===== src/rtl/join_n.sv =====
// join_n: N-channel stream join.
// Each input channel has its own small FIFO. When every enabled channel holds
// at least one beat, one beat is taken from each and presented as a single
// concatenated output beat through a registered valid/ready stage.
// Lanes of disabled channels are driven to zero. Disabled channels are never
// popped, but they keep buffering input until their FIFO is full.
module join_n #(
  parameter int NCH   = 2,
  parameter int DW    = 11,
  parameter int DEPTH = 2,
  parameter int CW    = 16
) (
  input  logic              clk,
  input  logic              rst,
  input  logic [NCH-1:0]    i_valid,
  output logic [NCH-1:0]    i_ready,
  input  logic [NCH*DW-1:0] i_data,
  input  logic [NCH-1:0]    i_mask,
  output logic              o_valid,
  input  logic              o_ready,
  output logic [NCH*DW-1:0] o_data,
  output logic [CW-1:0]     o_join_cnt
);

  // Pointer width is held at one bit or more so that DEPTH=1 still has a
  // legal (always zero) pointer.
  localparam int PW = (DEPTH > 1) ? $clog2(DEPTH) : 1;
  localparam int OW = $clog2(DEPTH + 1);

  localparam logic [PW-1:0] PTR_LAST = PW'(DEPTH - 1);
  localparam logic [OW-1:0] OCC_FULL = OW'(DEPTH);

  // FIFO storage and bookkeeping, one set per channel
  logic [DW-1:0] mem_q    [NCH][DEPTH];
  logic [DW-1:0] mem_d    [NCH][DEPTH];
  logic [PW-1:0] wr_ptr_q [NCH];
  logic [PW-1:0] wr_ptr_d [NCH];
  logic [PW-1:0] rd_ptr_q [NCH];
  logic [PW-1:0] rd_ptr_d [NCH];
  logic [OW-1:0] occ_q    [NCH];
  logic [OW-1:0] occ_d    [NCH];

  // Output stage and join counter
  logic              o_valid_q;
  logic              o_valid_d;
  logic [NCH*DW-1:0] o_data_q;
  logic [NCH*DW-1:0] o_data_d;
  logic [CW-1:0]     join_cnt_q;
  logic [CW-1:0]     join_cnt_d;

  // Derived per-channel status
  logic [NCH-1:0]    full;
  logic [NCH-1:0]    empty;
  logic [NCH-1:0]    push;
  logic [NCH-1:0]    pop;
  logic [NCH*DW-1:0] head_lanes;
  logic              heads_ready;
  logic              out_free;
  logic              join_ok;

  function automatic logic [PW-1:0] ptr_inc(input logic [PW-1:0] p);
    ptr_inc = (p == PTR_LAST) ? '0 : p + PW'(1);
  endfunction

  // Per-channel full/empty flags and the FIFO head for each lane
  always_comb begin
    full       = '0;
    empty      = '0;
    head_lanes = '0;
    for (int c = 0; c < NCH; c++) begin
      full[c]                = (occ_q[c] == OCC_FULL);
      empty[c]               = (occ_q[c] == '0);
      head_lanes[c*DW +: DW] = mem_q[c][rd_ptr_q[c]];
    end
  end

  // Input readiness depends only on FIFO fill level and reset, never on valid
  always_comb begin
    i_ready = {NCH{~rst}} & ~full;
  end

  // Join decision: every enabled channel has a head beat and the output can take it
  always_comb begin
    heads_ready = 1'b1;
    for (int c = 0; c < NCH; c++) begin
      if (i_mask[c] && empty[c]) begin
        heads_ready = 1'b0;
      end
    end
    out_free = !o_valid_q || o_ready;
    join_ok  = (|i_mask) && heads_ready && out_free;
  end

  // Handshake strobes: push on accepted input, pop only enabled channels on a join
  always_comb begin
    push = i_valid & i_ready;
    pop  = {NCH{join_ok}} & i_mask;
  end

  // FIFO next state: write at wr_ptr, read at rd_ptr, occupancy tracks net change
  always_comb begin
    mem_d    = mem_q;
    wr_ptr_d = wr_ptr_q;
    rd_ptr_d = rd_ptr_q;
    occ_d    = occ_q;
    for (int c = 0; c < NCH; c++) begin
      if (push[c]) begin
        mem_d[c][wr_ptr_q[c]] = i_data[c*DW +: DW];
        wr_ptr_d[c]           = ptr_inc(wr_ptr_q[c]);
      end
      if (pop[c]) begin
        rd_ptr_d[c] = ptr_inc(rd_ptr_q[c]);
      end
      case ({push[c], pop[c]})
        2'b10:   occ_d[c] = occ_q[c] + OW'(1);
        2'b01:   occ_d[c] = occ_q[c] - OW'(1);
        default: occ_d[c] = occ_q[c];
      endcase
    end
  end

  // Output register: load on join (disabled lanes zeroed), hold while stalled,
  // drop valid once the beat is taken and nothing new replaces it
  always_comb begin
    o_valid_d = o_valid_q;
    o_data_d  = o_data_q;
    if (join_ok) begin
      o_valid_d = 1'b1;
      for (int c = 0; c < NCH; c++) begin
        o_data_d[c*DW +: DW] = i_mask[c] ? head_lanes[c*DW +: DW] : '0;
      end
    end else if (o_valid_q && o_ready) begin
      o_valid_d = 1'b0;
    end
  end

  // Join counter counts beats accepted downstream and wraps naturally
  always_comb begin
    join_cnt_d = join_cnt_q;
    if (o_valid_q && o_ready) begin
      join_cnt_d = join_cnt_q + CW'(1);
    end
  end

  // FIFO state registers; reset discards all buffered beats
  always_ff @(posedge clk or posedge rst) begin
    if (rst) begin
      for (int c = 0; c < NCH; c++) begin
        for (int k = 0; k < DEPTH; k++) begin
          mem_q[c][k] <= '0;
        end
        wr_ptr_q[c] <= '0;
        rd_ptr_q[c] <= '0;
        occ_q[c]    <= '0;
      end
    end else begin
      for (int c = 0; c < NCH; c++) begin
        for (int k = 0; k < DEPTH; k++) begin
          mem_q[c][k] <= mem_d[c][k];
        end
        wr_ptr_q[c] <= wr_ptr_d[c];
        rd_ptr_q[c] <= rd_ptr_d[c];
        occ_q[c]    <= occ_d[c];
      end
    end
  end

  // Output stage and counter registers
  always_ff @(posedge clk or posedge rst) begin
    if (rst) begin
      o_valid_q  <= 1'b0;
      o_data_q   <= '0;
      join_cnt_q <= '0;
    end else begin
      o_valid_q  <= o_valid_d;
      o_data_q   <= o_data_d;
      join_cnt_q <= join_cnt_d;
    end
  end

  assign o_valid    = o_valid_q;
  assign o_data     = o_data_q;
  assign o_join_cnt = join_cnt_q;

endmodule

===== config.mk =====
export PLATFORM = sky130hd
export DESIGN_NAME = join_n
export DESIGN_NICKNAME = d
export VERILOG_FILES = /design/src/rtl/join_n.sv
export SDC_FILE = /design/constraint.sdc
export NUM_CORES = 1
export LEC_CHECK = 0
export CORE_UTILIZATION = 35
export CTS_BUF_LIST = sky130_fd_sc_hd__clkbuf_8 sky130_fd_sc_hd__clkbuf_16
export DETAILED_ROUTE_END_ITERATION = 8
export PLACE_DENSITY = 0.69
export REMOVE_ABC_BUFFERS = 1
export SLEW_MARGIN = 20
export SYNTH_ARGS = -nofsm -noshare
export SYNTH_HDL_FRONTEND = slang
export SYNTH_SLANG_ARGS = --single-unit

===== constraint.sdc =====
create_clock -name clk -period 6.8 [get_ports clk]
set_input_delay 1.36 -clock clk [delete_from_list [all_inputs] [get_ports clk]]
set_output_delay 1.36 -clock clk [all_outputs]
set_load 0.005 [all_outputs]

==> key figures <==
Logic synthesis
  • Number of synthesized flops with an enable pin: 0
  • Synth warn: 0
  • Average size of a mapped cell: 12.6 um2
  • Post-synth top cells: 91 x dfrtp_1, 67 x mux2_2, 28 x nand3_1
  • Cell accounting for the most synthesized area: dfrtp_1
  • Register area share after synthesis: 58.0%
  • Most used DFF post-synth: dfrtp_1
  • Top-count cell post-synth: dfrtp_1
  • Synth top area share: 58.0%
  • Post-Syn Instances: 311
  • Ranking of synthesized cells by area: dfrtp_1 58%, mux2_2 19%, xnor2_1 4.2%, nand3_1 3.6%, o21ai_0 2.4%
  • Mapped Area: 3920 um2
  • Ys async rst share: 100%
  • Post-synthesis register bit count: 91
  • Distinct cells, synth: 26

Route
  • Drt pass-1 iters: 4
  • Via density: 4.75
  • Residual DRC: 0
  • Routed via count: 2,500
  • Routed WL per cell: 14.6 um
  • Final ANT Viol Nets: 0
  • Initial drt markers: 53
  • Routed WL: 7690 um

CTS
  • Clock Path Buffers: 2
  • Hold_buf cts: 0
  • Post-CTS setup repair buffer count: 0
  • Clock transition at the registers of the reported paths: 0.08 ns
  • # resized after CTS: 0
  • Htree depth: 3
  • CTS Root Cell: clkbuf_8
  • TritonCTS buffer count: 9
  • CTS sink count: 91
  • Worst-Skew Late Latency: 0.36 ns
  • TritonCTS clock tree: done

Die
  • Core ar.: 10,900 um2
  • Die width: 108 um
  • Site Rows: 38
  • IO Count: 70
  • Die Height: 108 um
  • Initial Utilization: 36.0%
  • Die ar.: 11,600 um2

Job
  • Max-cap violations: 0

Setup path
  • Worst-path cell chain: clkdlybuf4s50_1 > inv_4 > and2_1 > clkdlybuf4s50_1
  • Worst-path maximum fanout: 46
  • Worst Setup Start Kind: primary input
  • Setup CP Type: in -> out
  • Top cell by count, worst path: clkdlybuf4s50_1
  • Worst path slowest cell: clkdlybuf4s50_1
  • Slowest stage delay, CP: 0.49 ns
  • Crit path required time: 5.44 ns
  • R2r setup slk: 4.69 ns
  • Critical Path End Type: output port
  • Worst Path Buf+Inv: 3
  • Worst path top cell family by delay: buffers and inverters
  • CP arrival: 3.00 ns

Final layout
  • Cell Count, Final, Fillers Out: 526
  • Layout Nets: 413
  • ANT cells: 0
  • Area Growth Syn to Fin: 26.4%
  • Share of cells above drive strength 1: 22.8%

Timing
  • Final Critical Period: 4.36 ns
  • Clock skew: 0.00961 ns
  • Final Max Slew Viols: 0
  • Final setup viols: 0
  • Fin Setup TNS: 0 ns
  • Final period utilization: 64.1%
  • Final hold vios: 0
  • Rel. slew slack: 26.5%
  • Slew @ Worst Pin: 1.10 ns
  • Fmax: 229 MHz
  • Unrepaired setup endpoints after global routing: no

Global route
  • Largest net degree at the start of global routing: 49
  • GRT Total Usage: 14.5%
  • GRT overflow: 0
  • Vias in the first global route: 2,595
  • First-pass GRT wire length: 12,600 um
  • Initial antenna violation count: 0

Placement
  • Port buffer count: 69
  • Gpl congestion: 0.710
  • Hpwl dp: 5240 um
  • Inst Count DP: 509

Power
  • Maximum vdd drop: 134 uV
  • Power density over cell area: 393 nW/um2
  • Leak: 2.09 nW

Min path
  • Worst hold path type: reg -> reg

Status
  • Status: completed
[where the power goes]
| part | internal, mW | switching (mW) |
|---|---|---|
| combinational | 0.423 | 0.234 |
| clock | 0.180 | 0.190 |
| sequential | 0.761 | 0.159 |
| total | 1.36 | 0.583 |
[per-layer routing]
layer  up-vias  GRT usage (%)  share of wire, %
met5         -              0                 0
met4         0           4.11              0.98
met3         7           5.08               4.8
met2        49           23.2                49
met1      1240           18.4                46
li1       1204              -                 -
[stage by stage]
step                      setup slack, ns  total power [mW]  hold WS, ns  area, um2  utilization (%)
after floorplan                      1.85              1.32        0.465       3860                -
after CTS                            2.40              1.97        0.482       4950             45.4
after global routing                 2.30              2.08        0.506       4960             45.5
after global placement               2.39              1.56        0.461       4740             43.6
after detailed placement             2.40              1.60        0.466       4740             43.6
final                                2.44              1.95        0.476       4960             45.5
[worst register-to-register path: stages, from the launching register on]
cell and delay (ns):
dfrtp_1 0.42, nand2b_1 0.20, nand2_1 0.12, nor2_1 0.84, mux2_2 0.42
[area by class of cell]
type | count | area, um2
fill | 1026 | 5930
clock inverter | 6 | 66.3
inverter | 23 | 88.8
sequential | 91 | 2280
timing repair buffer | 72 | 717
tap | 140 | 175
multi-input combinational | 184 | 1500
clock buffer | 10 | 138
[sequential cells by signal, indices dropped and copies added (netlist names)]
name	count
mem_q	44
o_data	22
o_join_cnt	16
occ_q	4
rd_ptr_q	2
wr_ptr_q	2
o_valid	1
[path summary, 6_finish.rpt]
| path | start | end | depth (start not counted) |
|---|---|---|---|
| hold reg to reg | o_join_cnt[15] | o_join_cnt[15] | 1 |
| setup reg to reg | occ_q[0] | mem_q[19] | 4 |
| min in group asynchronous | rst | mem_q[4] | 2 |
| max in group asynchronous | rst | mem_q[0] | 3 |
| setup / recovery | rst | i_ready[0] | 4 |
| hold / removal | o_join_cnt[15] | o_join_cnt[15] | 1 |
[cells in the final DEF, fill, tap and decap left out, drive strengths merged, types with 2 or more instances in the layout]
cell / instances
and2: 5
and3: 6
and4: 2
buf: 3
clkbuf: 10
clkdlybuf4s50: 69
clkinv: 2
clkinvlp: 2
dfrtp: 91
ha: 3
inv: 24
mux2: 67
nand2: 7
nand2b: 2
nand3: 28
nand4: 4
nor2: 5
nor2b: 3
nor3b: 2
o21ai: 22
xnor2: 19
xor2: 6
[logic make-up (layout without fill, tap and decap cells)]
family	count (synthesis)	after routing	share of synthesized area [%]
buffers and inverters	36	111	3.83
XOR/XNOR	25	25	5.58
adder cells (fa/ha/maj)	3	3	0.957
AO/OA/AOI/OAI	22	22	2.81
AND/OR/NAND/NOR	67	67	9.57
flip-flops	91	91	58.0
multiplexers	67	67	19.2
No activity file was read; power rests on OpenSTA's default activity.
